<file path="src/rtl/gpu_pkg.sv">
// Shared constants and types for the text-mode GPU command path.
// Screen geometry, command codes, control characters, FSM states.
package gpu_pkg;

  localparam int COLS      = 80;
  localparam int ROWS      = 60;
  localparam int LINE_STEP = 2;
  localparam int FB_ADDR_W = 13;
  localparam int FB_DATA_W = 11;
  localparam int X_W       = 7;
  localparam int Y_W       = 6;

  localparam logic [2:0] DEFAULT_COLOR = 3'b001;

  typedef enum logic [1:0] {
    CMD_CHAR   = 2'd0,
    CMD_CLEAR  = 2'd1,
    CMD_COLOR  = 2'd2,
    CMD_CURSOR = 2'd3
  } cmd_e;

  localparam logic [7:0] CH_LF    = 8'h0A;
  localparam logic [7:0] CH_CR    = 8'h0D;
  localparam logic [7:0] CH_BS    = 8'h08;
  localparam logic [7:0] CH_SPACE = 8'h20;

  typedef enum logic {
    ST_IDLE,
    ST_CLEAR
  } state_e;

endpackage

</file>
<file path="src/rtl/text_cursor_ctrl.sv">
// Text-mode command stage: cursor, colour and clear sequencing,
// producing one registered framebuffer cell write per cycle.
module text_cursor_ctrl #(
  parameter int         COLS          = gpu_pkg::COLS,
  parameter int         ROWS          = gpu_pkg::ROWS,
  parameter int         LINE_STEP     = gpu_pkg::LINE_STEP,
  parameter logic [2:0] DEFAULT_COLOR = gpu_pkg::DEFAULT_COLOR
) (
  input  logic        CLK,
  input  logic        RST,
  input  logic        CMD_VALID,
  output logic        CMD_READY,
  input  logic [1:0]  CMD_ADDR,
  input  logic [7:0]  CMD_DATA,
  output logic        FB_WE,
  output logic [12:0] FB_ADDR,
  output logic [10:0] FB_DATA,
  output logic [6:0]  CURSOR_X,
  output logic [5:0]  CURSOR_Y,
  output logic        BUSY
);
  import gpu_pkg::*;

  localparam int          CELLS     = COLS * ROWS;
  localparam logic [12:0] LAST_CELL = 13'(CELLS - 1);
  localparam logic [6:0]  X_MAX     = 7'(COLS - 1);
  localparam logic [5:0]  Y_MAX     = 6'(ROWS - 1);

  state_e      state;
  logic [12:0] clr_cnt;
  logic [2:0]  color;
  logic        accept;

  logic [6:0]  nx;
  logic [5:0]  ny;
  logic [2:0]  ncolor;
  logic        nwr;
  logic [12:0] naddr;
  logic [7:0]  nchar;
  logic        nclear;

  function automatic logic [12:0] cell_addr(
    input logic [6:0] cx,
    input logic [5:0] cy
  );
    logic [12:0] yy;
    yy = 13'(cy);
    if (COLS == 80)
      return (yy << 6) + (yy << 4) + 13'(cx);
    return 13'(int'(cy) * COLS + int'(cx));
  endfunction

  // No scrolling: running off the bottom wraps to the top row.
  function automatic logic [5:0] next_row(
    input logic [5:0] cy
  );
    if (int'(cy) + LINE_STEP > ROWS - 1)
      return '0;
    return 6'(int'(cy) + LINE_STEP);
  endfunction

  assign CMD_READY = (state == ST_IDLE);
  assign accept    = CMD_VALID && CMD_READY;

  always_comb begin
    nx     = CURSOR_X;
    ny     = CURSOR_Y;
    ncolor = color;
    nwr    = 1'b0;
    naddr  = cell_addr(CURSOR_X, CURSOR_Y);
    nchar  = CMD_DATA;
    nclear = 1'b0;
    unique case (cmd_e'(CMD_ADDR))
      CMD_CHAR: begin
        unique case (1'b1)
          (CMD_DATA == CH_LF): ny = next_row(CURSOR_Y);
          (CMD_DATA == CH_CR): nx = '0;
          (CMD_DATA == CH_BS): begin
            if (CURSOR_X != '0) begin
              nx    = CURSOR_X - 7'd1;
              nwr   = 1'b1;
              naddr = cell_addr(nx, CURSOR_Y);
              nchar = CH_SPACE;
            end
          end
          default: begin
            nwr = 1'b1;
            if (CURSOR_X == X_MAX) begin
              nx = '0;
              ny = next_row(CURSOR_Y);
            end else begin
              nx = CURSOR_X + 7'd1;
            end
          end
        endcase
      end
      CMD_CLEAR: nclear = 1'b1;
      CMD_COLOR: ncolor = CMD_DATA[2:0];
      CMD_CURSOR: begin
        if (CMD_DATA[7])
          ny = (CMD_DATA[5:0] > Y_MAX) ? Y_MAX : CMD_DATA[5:0];
        else
          nx = (CMD_DATA[6:0] > X_MAX) ? X_MAX : CMD_DATA[6:0];
      end
    endcase
  end

  always_ff @(posedge CLK or posedge RST) begin
    if (RST) begin
      state    <= ST_IDLE;
      clr_cnt  <= '0;
      color    <= DEFAULT_COLOR;
      FB_WE    <= 1'b0;
      FB_ADDR  <= '0;
      FB_DATA  <= '0;
      CURSOR_X <= '0;
      CURSOR_Y <= '0;
      BUSY     <= 1'b0;
    end else begin
      unique case (state)
        ST_IDLE: begin
          FB_WE <= 1'b0;
          if (accept) begin
            CURSOR_X <= nx;
            CURSOR_Y <= ny;
            color    <= ncolor;
            FB_WE    <= nwr;
            if (nwr) begin
              FB_ADDR <= naddr;
              FB_DATA <= {color, nchar};
            end
            if (nclear) begin
              state   <= ST_CLEAR;
              BUSY    <= 1'b1;
              clr_cnt <= '0;
            end
          end
        end
        ST_CLEAR: begin
          FB_WE   <= 1'b1;
          FB_ADDR <= clr_cnt;
          FB_DATA <= '0;
          clr_cnt <= clr_cnt + 13'd1;
          if (clr_cnt == LAST_CELL) begin
            state    <= ST_IDLE;
            BUSY     <= 1'b0;
            CURSOR_X <= '0;
            CURSOR_Y <= '0;
          end
        end
      endcase
    end
  end

endmodule

</file>
<file path="config.mk">
export PLATFORM = sky130hd
export DESIGN_NAME = text_cursor_ctrl
export DESIGN_NICKNAME = d
export VERILOG_FILES = /design/src/rtl/gpu_pkg.sv /design/src/rtl/text_cursor_ctrl.sv
export SDC_FILE = /design/constraint.sdc
export NUM_CORES = 1
export LEC_CHECK = 0
export CORE_ASPECT_RATIO = 1.25
export CORE_MARGIN = 5
export CORE_UTILIZATION = 60
export DETAILED_ROUTE_END_ITERATION = 6
export PLACE_DENSITY = 0.88
export RECOVER_POWER = 50
export SLEW_MARGIN = 0
export SYNTH_ARGS = -nofsm -noshare
export SYNTH_HDL_FRONTEND = slang
export SYNTH_SLANG_ARGS = --single-unit
</file>
<file path="constraint.sdc">
create_clock -name CLK -period 4.6 [get_ports CLK]
set_input_delay 0.69 -clock CLK [delete_from_list [all_inputs] [get_ports CLK]]
set_output_delay 0.69 -clock CLK [all_outputs]
set_load 0.02 [all_outputs]
</file>
==> Word-level counts from Yosys, hierarchy flattened <==
Cells that the tools add are included.
{ "classes": {"addsub": 8, "mul": 1, "n_mux": 59, "magnitude_cmp": 3, "bitwise": 1, "eq_ne": 19, "n_reduce_logical": 12} }
{ "op_table": {"columns": ["cell", "count"], "rows": [
  ["$mux 13", 8],
  ["$pmux 13 s2", 2],
  ["$mux 6", 8],
  ["$mux 7", 6],
  ["$add 13x7->13", 3],
  ["$pmux 6 s2", 3],
  ["$gt 32x7->1 const B", 1],
  ["$pmux 7 s2", 2],
  ["$eq 8x4->1 const B", 3],
  ["$mux 8", 3],
  ["$mux 11", 2],
  ["$pmux 11 s2", 1],
  ["$pmux 7 s3", 1],
  ["$mux 1", 19],
  ["$add 12x10->13", 1],
  ["$add 13x1->13 const B", 1],
  ["$eq 13x13->1 const B", 1],
  ["$ne 3x3->1 const B", 4],
  ["$reduce_and 6->1", 2],
  ["$mul 6x3->9 const B", 1],
  ["$ne 2x1->1 const B", 4],
  ["$ne 4x4->1 const B", 2],
  ["$pmux 1 s2", 4],
  ["$add 6x2->7 const B", 1],
  ["other kinds (16)", 20]
]} }
{ "totals": {"word_cells": 112, "out_inout_bits": 40, "register_bits": 56, "in_bits": 13} }

==> Longest topological paths before layout <==
Gate-level depths: netlist of the first run.
{ "logic_depth": {"depth_word": 12, "depth_mapped": 12, "mapped_depth_nobuf": 12} }

==> Least setup slack after synthesis of the first run <==
OpenSTA, ideal clock, no wires.
{ "synth_timing": {"path_kind": "flip-flop to flip-flop", "start": "register CURSOR_X[2]", "end": "register FB_ADDR[12]", "t_required_ps": 4466, "setup_time_ps": 134, "path_stages_with_launch": 12, "t_arrival_ps": 2524, "n_path_buf": 1, "period_less_slack_ps": 2659, "slack_ps": 1941, "cell_sequence": "dfrtp_1 -> clkbuf_1 -> or3_1 -> nor3_1 -> xnor2_1 -> fa_1 -> a21oi_1 -> inv_1 -> o2111ai_2 -> nor3_2 -> a311oi_1 -> o31ai_1"} }
{ "synth_between": {"elab_chain_cells": 9, "elab_cells_between_ends": 17, "classes_between": "4 x add/sub; 1 x eq/ne; 10 x mux; 2 x reduce/logical"} }
{ "synth_rtl": {"columns": ["element", "line", "rtl"], "rows": [
  ["start: declaration", "text_cursor_ctrl.sv:18", "output logic [6:0] CURSOR_X,"],
  ["start signal: assignment", "text_cursor_ctrl.sv:124", "CURSOR_X <= nx;"],
  ["$sub 7x1->7", "text_cursor_ctrl.sv:80", "nx = CURSOR_X - 7'd1;"],
  ["$add 13x7->13, on equally long branches", "text_cursor_ctrl.sv:50, text_cursor_ctrl.sv:49", null],
  ["$mux 13", "text_cursor_ctrl.sv:50", "return 13'(int'(cy) * COLS + int'(cx));"],
  ["$mux 13", "text_cursor_ctrl.sv:79", "if (CURSOR_X != '0) begin"],
  ["$mux 13", "text_cursor_ctrl.sv:75", "unique case (1'b1)"],
  ["$mux 13", "text_cursor_ctrl.sv:73", "unique case (cmd_e'(CMD_ADDR))"],
  ["$mux 13", "text_cursor_ctrl.sv:128", "if (nwr) begin"],
  ["$mux 13", "text_cursor_ctrl.sv:123", "if (accept) begin"],
  ["$pmux 13 s2", "text_cursor_ctrl.sv:120", "unique case (state)"],
  ["end signal: assignment", "text_cursor_ctrl.sv:129", "FB_ADDR <= naddr;"],
  ["end signal: assignment", "text_cursor_ctrl.sv:141", "FB_ADDR <= clr_cnt;"],
  ["end: declaration", "text_cursor_ctrl.sv:16", "output logic [12:0] FB_ADDR,"]
]} }
Several ways; a longest one is shown, not always the timed one. The select of a mux whose other input is x is not followed.
A chain may end at the register's enable or synchronous reset.

==> Worst setup path after layout of the first run <==
{ "layout_timing": {"start": "input CMD_DATA[4]", "end": "register CURSOR_Y[1]"} }
{ "layout_between": {"elab_chain_cells": 6, "elab_cells_between_ends": 14, "classes_between": "1 x order compare; 5 x eq/ne; 6 x mux; 2 x reduce/logical"} }
{ "layout_rtl": {"columns": ["element", "line", "rtl"], "rows": [
  ["start: declaration", "text_cursor_ctrl.sv:14", "input logic [7:0] CMD_DATA,"],
  ["$gt 6x6->1, or another cell as far along", "text_cursor_ctrl.sv:101", "ny = (CMD_DATA[5:0] > Y_MAX) ? Y_MAX : CMD_DATA[5:0];"],
  ["$mux 6 / $reduce_or 2->1 (equally long branches)", null, null],
  ["$mux 6 / $pmux 6 s2 (equally long branches)", "text_cursor_ctrl.sv:100, text_cursor_ctrl.sv:75", null],
  ["$pmux 6 s2", "text_cursor_ctrl.sv:73", null],
  ["$mux 6", "text_cursor_ctrl.sv:123", null],
  ["$pmux 6 s2", "text_cursor_ctrl.sv:120", null],
  ["end signal: assignment", "text_cursor_ctrl.sv:125", "CURSOR_Y <= ny;"],
  ["end: declaration", "text_cursor_ctrl.sv:19", "output logic [5:0] CURSOR_Y,"]
]} }
Several ways; a longest one is shown, not always the timed one. The select of a mux whose other input is x is not followed.

==> results of run 1 <==
[Yosys cell counts (all sizes together) (3+ instances only)]
cell type and instances:
nand4 3, nor3 12, a211oi 3, a21o 7, or4 3, mux2i 4
o21ai 40, mux2 6, o41ai 3, clkbuf 11, o31ai 7, nor2b 6
a22o 3, or3 3, a32o 3, o211ai 4, xnor2 13, fa 3
a22oi 6, nand2 49, xor2 4, dfrtp 55, and2 4, nand3 22
nand2b 3, a221o 4, a31oi 4, and3 9, a21oi 28, inv 21
ha 16, buf 7, nor2 27, o22ai 4
[cell families (layout without fill, tap and decap cells)]
kind of cell	Yosys count	after routing
and+or+nand+nor	151	151
AOI/OAI and AO/OA	131	131
DFF	56	56
buffers and inverters	40	86
adders and majority gates	19	19
xor gates and xnor gates	17	17
muxes	10	10
[registers in the layout, indices dropped and copies added, names as in the netlist]
signal and cells:
color 3, CURSOR_Y 6, FB_WE 1, FB_DATA 11, BUSY 1, state 1
clr_cnt 13, FB_ADDR 13, CURSOR_X 7
[metal layers]
metal / vias to the layer above / part of all wire, %
met5: - / 0
met4: 0 / 1.6
met3: 17 / 5.7
met2: 144 / 53
met1: 1707 / 40
li1: 1640 / -
[worst max-delay path by stage]
stage           startpoint  depth (start not counted)           to
2_1_floorplan  CURSOR_X[2]                         11  FB_ADDR[12]
3_3_place_gp   CMD_DATA[4]                          7  CURSOR_Y[1]
3_5_place_dp   CMD_DATA[4]                          7  CURSOR_Y[1]
4_1_cts        CMD_DATA[4]                          7  CURSOR_Y[1]
5_1_grt        CMD_DATA[4]                          8  FB_ADDR[12]
6_report       CMD_DATA[4]                          7  CURSOR_Y[1]
[area by class of cell]
cell class / count / area, um2
fillers: 494 / 1732
repair buffers: 56 / 550.5
multi-input cells: 328 / 2163
inverters: 22 / 82.58
clock inverters: 2 / 16.27
flip-flops and latches: 56 / 1403
well taps: 85 / 106.4
clock buffers: 6 / 72.57
[power by group]
part | internal, mW | switching (mW)
sequential | 0.497 | 0.00872
combinational | 0.0485 | 0.0799
clock | 0.109 | 0.161
total | 0.654 | 0.250
[per-stage QoR]
step / area, um2 / total power, mW / utilization [%] / hold WS [ps] / worst slack, ps
after floorplan: 3726 / 0.5918 / - / 470.4 / 1941
after global placement: 4305 / 0.6383 / 70.28 / 486.7 / 1104
after detailed placement: 4305 / 0.6414 / 70.28 / 488.5 / 1056
after CTS: 4394 / 0.9088 / 71.73 / 510.9 / 1380
after global routing: 4394 / 0.9442 / 71.73 / 540.7 / 1214
final: 4394 / 0.9036 / 71.73 / 503.6 / 1346
==> results.py, run 1 <==
metrics = {
    "status": {
        "status": "completed",
    },
    "yosys": {
        "synth.largest_area_cell": "dfrtp_1",
        "synthCells": 424,
        "ys.flop_type": "dfrtp_1",
        "syn_avg_cell_area_um2": 8.788,
        "synth_edf_count": 0,
        "ys_seq_area_share_pct": 37.64,
        "synth_cell_types": 66,
        "ys_seq_elements": 56,
        "synthMuxAreaShare_pct": 2.989,
        "synth-compound-area-share_pct": 23.30,
        "synthTopCellsByArea": "dfrtp_1, ha_1, nand2_1, o21ai_0, a21oi_1",
        "synth_top_cell_area_share_pct": 36.94,
        "synthSimpleGateAreaFrac_pct": 20.79,
        "syn_nets": 456,
        "synth_top_family_by_area": "compound AO/OA/AOI/OAI gates",
        "synthAdderAreaFrac_pct": 6.985,
        "synthXorXnorAreaFrac_pct": 3.996,
        "mappedNetlistArea_um2": 3726,
        "ys_warn_count": 0,
        "synthArstFlopShare_pct": 100.0,
    },
    "critical_path": {
        "rr_worst_depth": 12,
        "startpoint_type": "primary input",
        "cp_slowest_cell": "or4_4",
        "worstSetupPathType": "in -> reg",
        "worstPathMaxFanout": 9,
        "r2r_end": "FB_ADDR[12]",
        "path_buf_inv": 1,
        "arrival_ps": 3450,
        "max_stage_delay_ps": 670,
        "endpoint_kind": "flop",
        "cp_cell_sequence": "clkdlybuf4s50_1 > or4_4 > nor3_4 > a21oi_1 > o41ai_2 > a21o_1 > mux2_2",
        "reg2reg_from": "CURSOR_X[0]",
        "reg2reg_slack_ps": 1690,
        "cp_top_family": "simple AND/OR/NAND/NOR gates",
        "required_ps": 4790,
    },
    "floorplan": {
        "die_h_um": 98.11,
        "fp.coreArea_um2": 6126,
        "dieArea_um2": 7896,
        "fp.dieW_um": 80.49,
        "io_pins": 53,
        "start_util_pct": 60.83,
        "core.rowCount": 32,
    },
    "pwr": {
        "irDropWorstVdd_mv": 0.1272,
        "power_leakage_nw": 1.865,
        "power.density_nw_per_um2": 205.6,
    },
    "global_routing": {
        "grt_use_met3_pct": 3.598,
        "grt-ovfl-total": 0,
        "grt_use_total_pct": 26.95,
        "grt_max_degree": 57,
        "use_met2_pct": 46.17,
        "antenna_found_initial": 0,
        "top_usage_layer": "met2",
        "grt_pass1_vias": 3463,
        "grt_pass1_wl_um": 16990,
        "grt_use_met1_pct": 34.70,
    },
    "hold_path": {
        "holdCritStartpoint": "FB_DATA[6]",
        "min_path_cells": 1,
        "min_to": "FB_DATA[6]",
        "hp-class": "reg -> reg",
    },
    "place": {
        "gp_congestion": 0.9347,
        "dp_cells": 547,
        "place.port_buffers": 52,
        "dp_hpwl_um": 7705,
    },
    "clock_tree": {
        "clock-sinks": 56,
        "cts_setup_buffers": 0,
        "clk_root_buffer_cell": "clkbuf_8",
        "cts_tree": "yes",
        "cts_hold_buf": 0,
        "worstSkewPairLatency_ps": 310,
        "htree_num_levels": 2,
        "clockBufferDepth": 2,
        "clkSlewWorstSetupHoldPaths_ps": 100,
        "cts_buffers": 5,
        "ctsResizeCount": 0,
    },
    "drt": {
        "remaining_drc_errors": 0,
        "wl_per_cell_um": 18.43,
        "drtPass1Iterations": 6,
        "postRouteAntennaNets": 0,
        "vias": 3508,
        "drtIter0Drc": 304,
        "wl_um": 10230,
        "vias_per_cell": 6.321,
    },
    "sta": {
        "timing.final.crit_share_pct": 70.74,
        "max_freq_mhz": 307.3,
        "setup_viol_count_final": 0,
        "rsz0062_at_grt": "no",
        "slew_viol_final": 0,
        "finalHoldViolations": 0,
        "clock_skew_ps": 12.15,
        "finalSetupTns_ps": 0,
        "worst_slew_pin_slew_ps": 718.3,
        "period_needed_ps": 3254,
        "slew_headroom_pct": 51.94,
    },
    "cells_and_area": {
        "nets": 501,
        "mostFrequentLayoutCells": "dfrtp_1, nand2_1, o21ai_0, clkdlybuf4s50_1, a21oi_1",
        "area_growth_pct": 17.93,
        "final_common_cell": "dfrtp_1",
        "num_antenna_cells": 0,
        "drive_gt1_share_pct": 6.596,
        "instances_no_fill": 555,
    },
    "run": {
        "drv_cap": 0,
    },
}
(Power assumes the default switching activity.)
==> run 2: changes to the inputs <==
- CORE_UTILIZATION: 60 -> 55
- PLACE_DENSITY: 0.88 -> 0.81
- clock period: 4.6 -> 3 ns (I/O delays scaled with it)
==> run 2 against run 1 <==
Against the previous run: the flow now finishes with violations (capacitance limit, slew limit); register-to-register slack worse by 1500 ps; sequential cell count stayed put; design area is 4.4% higher; largest cell class unchanged.
==> results.py, run 2 (same netlist as run 1, synthesis figures left out) <==
metrics = {
    "cells_and_area": {
        "postLayoutCoreUtil_pct": 69.85,
        "nets": 527,
        "instances_no_fill": 583,
        "area_growth_pct": 23.07,
        "final_common_cell": "dfrtp_1",
        "reg_top3": "FB_ADDR (13), clr_cnt (13), FB_DATA (11)",
        "fill_cells": 520,
        "num_antenna_cells": 0,
        "drive_gt1_share_pct": 11.29,
        "multi_input_area_um2": 2170,
        "mostFrequentLayoutCells": "dfrtp_1, nand2_1, o21ai_0, clkdlybuf4s50_1, a21oi_1",
        "seqCellArea_um2": 1405,
    },
    "pwr": {
        "power_leakage_nw": 1.975,
        "irDropWorstVdd_mv": 0.1818,
        "power.density_nw_per_um2": 309.6,
    },
    "drt": {
        "remaining_drc_errors": 0,
        "vias": 3671,
        "drtPass1Iterations": 5,
        "wl_um": 10770,
        "wl_per_cell_um": 18.47,
        "vias_per_cell": 6.297,
        "drtIter0Drc": 215,
        "postRouteAntennaNets": 0,
    },
    "sta": {
        "setup_ws_ps": 211.0,
        "slew_viol_final": 31,
        "slew_headroom_pct": -6.157,
        "timing.final.crit_share_pct": 92.97,
        "worst_slew_pin_slew_ps": 1592,
        "rsz0062_at_grt": "no",
        "finalHoldViolations": 0,
        "setup_viol_count_final": 0,
        "finalSetupTns_ps": 0,
        "max_freq_mhz": 358.5,
        "period_needed_ps": 2789,
        "whs_ps": 493.6,
        "clock_skew_ps": 4.987,
    },
    "floorplan": {
        "fp.coreArea_um2": 6565,
        "fp.dieW_um": 83.62,
        "core.rowCount": 33,
        "io_pins": 53,
        "start_util_pct": 56.76,
        "dieArea_um2": 8531,
        "die_h_um": 102.0,
    },
    "critical_path": {
        "startpoint_type": "flop",
        "worstSetupPathType": "reg -> reg",
        "worstPathMaxFanout": 9,
        "reg2reg_from": "CURSOR_X[2]",
        "arrival_ps": 2980,
        "endpoint_kind": "flop",
        "startpoint": "CURSOR_X[2]",
        "required_ps": 3190,
    },
    "global_routing": {
        "top_usage_layer": "met2",
        "use_met2_pct": 46.79,
        "grt-ovfl-total": 0,
        "grt_use_met3_pct": 3.145,
        "grt_pass1_vias": 3723,
        "grt_pass1_wl_um": 18370,
        "grt_use_total_pct": 26.66,
        "antenna_found_initial": 0,
        "grt_max_degree": 48,
        "grt_use_met1_pct": 32.38,
    },
    "place": {
        "dp_hpwl_um": 8167,
        "dp_cells": 575,
        "gp_congestion": 0.9468,
        "dpl_worst_slack_ps": 118.5,
        "place.port_buffers": 52,
    },
    "status": {
        "status": "complete, but fails checks",
        "violations": "capacitance limit, slew limit",
    },
    "clock_tree": {
        "clk_root_buffer_cell": "clkbuf_8",
        "htree_num_levels": 2,
        "clock-sinks": 56,
        "clockBufferDepth": 2,
        "cts_buffers": 5,
        "cts_tree": "yes",
        "worstSkewPairLatency_ps": 320,
        "cts_setup_buffers": 0,
        "clkSlewWorstSetupHoldPaths_ps": 100,
    },
    "hold_path": {
        "hp-class": "reg -> reg",
        "holdCritStartpoint": "FB_DATA[7]",
    },
    "run": {
        "drv_cap": 1,
    },
}
-- run 2: path summary, 6_finish.rpt --
kind,end,slack [ps],cells after the start
max,FB_ADDR[12],210,10
min,FB_DATA[7],490,1
max in group asynchronous,FB_DATA[3],690,3
max reg2reg,FB_ADDR[12],210,10
min reg2reg,FB_DATA[7],490,1
min in group asynchronous,clr_cnt[2],520,2
-- run 2: area by class of cell --
| class | count | area share [%] |
|---|---|---|
| multi-input combinational | 328 | 47.31 |
| sequential | 56 | 30.64 |
| timing repair buffer | 82 | 15.93 |
| tap | 87 | 2.374 |
| inverter | 22 | 1.801 |
| clock buffer | 6 | 1.583 |
| clock inverter | 2 | 0.3547 |
-- run 2: per-stage QoR --
stage	area, um2	total power [mW]
6_report	4586	1.420
5_1_grt	4586	1.479
4_1_cts	4592	1.420
3_5_place_dp	4503	1.001
3_3_place_gp	4503	0.9957
2_1_floorplan	3726	0.9074
-- run 2: routing by layer --
layer | wire (um) | vias up
met3 | 667 | 43
met5 | 0 | -
met4 | 490 | 0
met2 | 5353 | 169
li1 | - | 1692
met1 | 4254 | 1767
-- run 2: repair_timing --
action | in CTS | in global routing
hold buffers | 0 | 0
gates resized for setup | 0 | 3
endpoints found under the setup margin | 0 | 1
-- run 2: where the power goes --
group | switching (mW) | internal, mW
combinational | 0.128 | 0.0855
clock | 0.263 | 0.167
sequential | 0.0142 | 0.762
-- run 2: critical path, stage by stage, from the launching register on --
cell and delay (ps):
dfrtp_2 470, or3_1 430, nor3_1 210, xnor2_1 180
fa_1 440, a21oi_1 150, inv_1 90, o2111ai_2 240
nor3_2 70, a311oi_2 270, o31ai_1 120
==> run 3: changes to the inputs <==
- CORE_UTILIZATION: 55 -> 30
- PLACE_DENSITY: 0.81 -> 0.5
==> run 3 against run 2 <==
Against the previous run: the run now ends clean; die area is 73% higher; via count is 5.8% lower; power is 13% higher; critical path type unchanged.
==> results.py, run 3 (same netlist as run 1, synthesis figures left out) <==
metrics = {
    "floorplan": {
        "core.rowCount": 45,
        "start_util_pct": 30.64,
        "die_h_um": 134.6,
        "fp.dieW_um": 109.7,
        "dieArea_um2": 14760,
        "fp.coreArea_um2": 12160,
        "io_pins": 53,
    },
    "hold_path": {
        "hp-class": "reg -> reg",
        "min_path_cells": 1,
    },
    "sta": {
        "slew_viol_final": 0,
        "setup_ws_ps": 221.3,
        "setup_viol_count_final": 0,
        "whs_ps": 497.6,
        "clock_skew_ps": 9.612,
        "slew_headroom_pct": 7.400,
        "finalHoldViolations": 0,
        "worst_slew_pin_slew_ps": 1389,
        "timing.final.crit_share_pct": 92.62,
        "max_freq_mhz": 359.9,
        "finalSetupTns_ps": 0,
        "rsz0062_at_grt": "no",
        "period_needed_ps": 2779,
    },
    "drt": {
        "wl_per_cell_um": 18.09,
        "postRouteAntennaNets": 0,
        "drtIter0Drc": 194,
        "drtPass1Iterations": 5,
        "wl_um": 11970,
        "vias_per_cell": 5.224,
        "vias": 3458,
        "remaining_drc_errors": 0,
    },
    "critical_path": {
        "rr_worst_depth": 10,
        "cp_cell_sequence": "or3_1 > nor3_2 > xnor2_2 > fa_1 > a21oi_1 > inv_1 > o2111ai_2 > nor3_2 > a311oi_1 > o31ai_1",
        "crit_top_cell": "nor3_2",
        "endpoint_kind": "flop",
        "worstSetupPathType": "reg -> reg",
        "worstPathMaxFanout": 9,
        "cp_slowest_cell": "dfrtp_2",
        "startpoint_type": "flop",
        "arrival_ps": 2950,
        "max_stage_delay_ps": 490,
        "required_ps": 3170,
    },
    "global_routing": {
        "grt_pass1_wl_um": 18950,
        "top_usage_layer": "met2",
        "antenna_found_initial": 0,
        "grt_use_total_pct": 16.75,
        "grt_use_met3_pct": 1.817,
        "grt-ovfl-total": 0,
        "use_met2_pct": 30.69,
        "grt_pass1_vias": 3432,
        "grt_max_degree": 48,
        "grt_use_met1_pct": 20.65,
    },
    "clock_tree": {
        "clockBufferDepth": 2,
        "cts_buffers": 5,
        "clk_root_buffer_cell": "clkbuf_16",
        "htree_num_levels": 2,
        "cts_hold_buf": 0,
        "worstSkewPairLatency_ps": 300,
        "cts_tree": "yes",
        "cts_setup_buffers": 0,
        "clkSlewWorstSetupHoldPaths_ps": 80,
        "clock-sinks": 56,
        "ctsResizeCount": 0,
    },
    "pwr": {
        "swShare_pct": 27.65,
        "power_frac_seq_pct": 48.2,
        "intPower_mw": 1.163,
        "p_sw_uw": 444.5,
        "irDropWorstVdd_mv": 0.2845,
        "pwr-share-clk_pct": 38.2,
        "p_comb_share_pct": 13.6,
        "power.density_nw_per_um2": 337.2,
        "power_leakage_nw": 2.026,
    },
    "cells_and_area": {
        "drive_gt1_share_pct": 12.25,
        "postLayoutCoreUtil_pct": 39.20,
        "num_antenna_cells": 0,
        "mostFrequentLayoutCells": "dfrtp_1, nand2_1, clkdlybuf4s50_1, o21ai_0, buf_4",
        "final_area_um2": 4767,
        "area_growth_pct": 27.94,
        "reg_top3": "FB_ADDR (13), clr_cnt (13), FB_DATA (11)",
        "nets": 529,
        "final_common_cell": "dfrtp_1",
    },
    "place": {
        "dpl_worst_slack_ps": 137.2,
        "dp_hpwl_um": 9281,
        "gp_congestion": 0.8842,
        "dpl-instance-area_um2": 4614,
        "place.port_buffers": 52,
    },
    "status": {
        "status": "completed",
    },
    "run": {
        "drv_cap": 0,
    },
}
-- run 3: changes by cell type in the layout (fill, tap and decap cells not counted), sizes merged --
cell and change:
buf +3, clkbuf -2, clkdlybuf4s50 +3, clkinv +1
clkinvlp -1, dlygate4sd3 -3, inv +1
-- run 3: final cells by class --
| cell class | instances | area (um2) |
|---|---|---|
| clock buffers | 5 | 125.1 |
| clock inverters | 3 | 22.52 |
| fillers | 1293 | 7395 |
| inverters | 22 | 82.58 |
| multi-input cells | 328 | 2178 |
| flip-flops and latches | 56 | 1404 |
| well taps | 164 | 205.2 |
| repair buffers | 84 | 749.5 |
-- run 3: power groups by stage --
stage                     combinational [mW]  sequential [mW]  clock, mW
final                                  0.219            0.774      0.614
after CTS                              0.222            0.774      0.630
after floorplan                        0.116            0.791          0
after detailed placement               0.221            0.789          0
after global placement                 0.220            0.789          0
after global routing                   0.244            0.776      0.667
-- run 3: critical path: cells and delay by family, from the launching register on --
family | cells | cell delay (ps)
DFF | 1 | 490
buffers and inverters | 1 | 80
adders and majority gates | 1 | 430
AOI/OAI and AO/OA | 4 | 810
and+or+nand+nor | 3 | 710
xor gates and xnor gates | 1 | 130
-- run 3: final timing paths --
path,start,to,slack (ps)
worst max-delay path,CURSOR_X[2],FB_ADDR[12],220
worst min-delay path,FB_DATA[7],FB_DATA[7],500
worst max register to register,CURSOR_X[2],FB_ADDR[12],220
worst min register to register,FB_DATA[7],FB_DATA[7],500
max in group asynchronous,RST,FB_DATA[10],670
min in group asynchronous,RST,clr_cnt[1],650
-- run 3: stage by stage --
| stage | std cells | total power [mW] |
|---|---|---|
| after floorplan | 424 | 0.9074 |
| after global placement | 654 | 1.009 |
| after detailed placement | 654 | 1.010 |
| after CTS | 662 | 1.626 |
| after global routing | 662 | 1.687 |
| final | 662 | 1.607 |
-- run 3: per-layer routing --
layer / vias up / wire length, um
met3: 6 / 350
li1: 1704 / -
met5: - / 0
met2: 55 / 6348
met1: 1693 / 5147
met4: 0 / 127
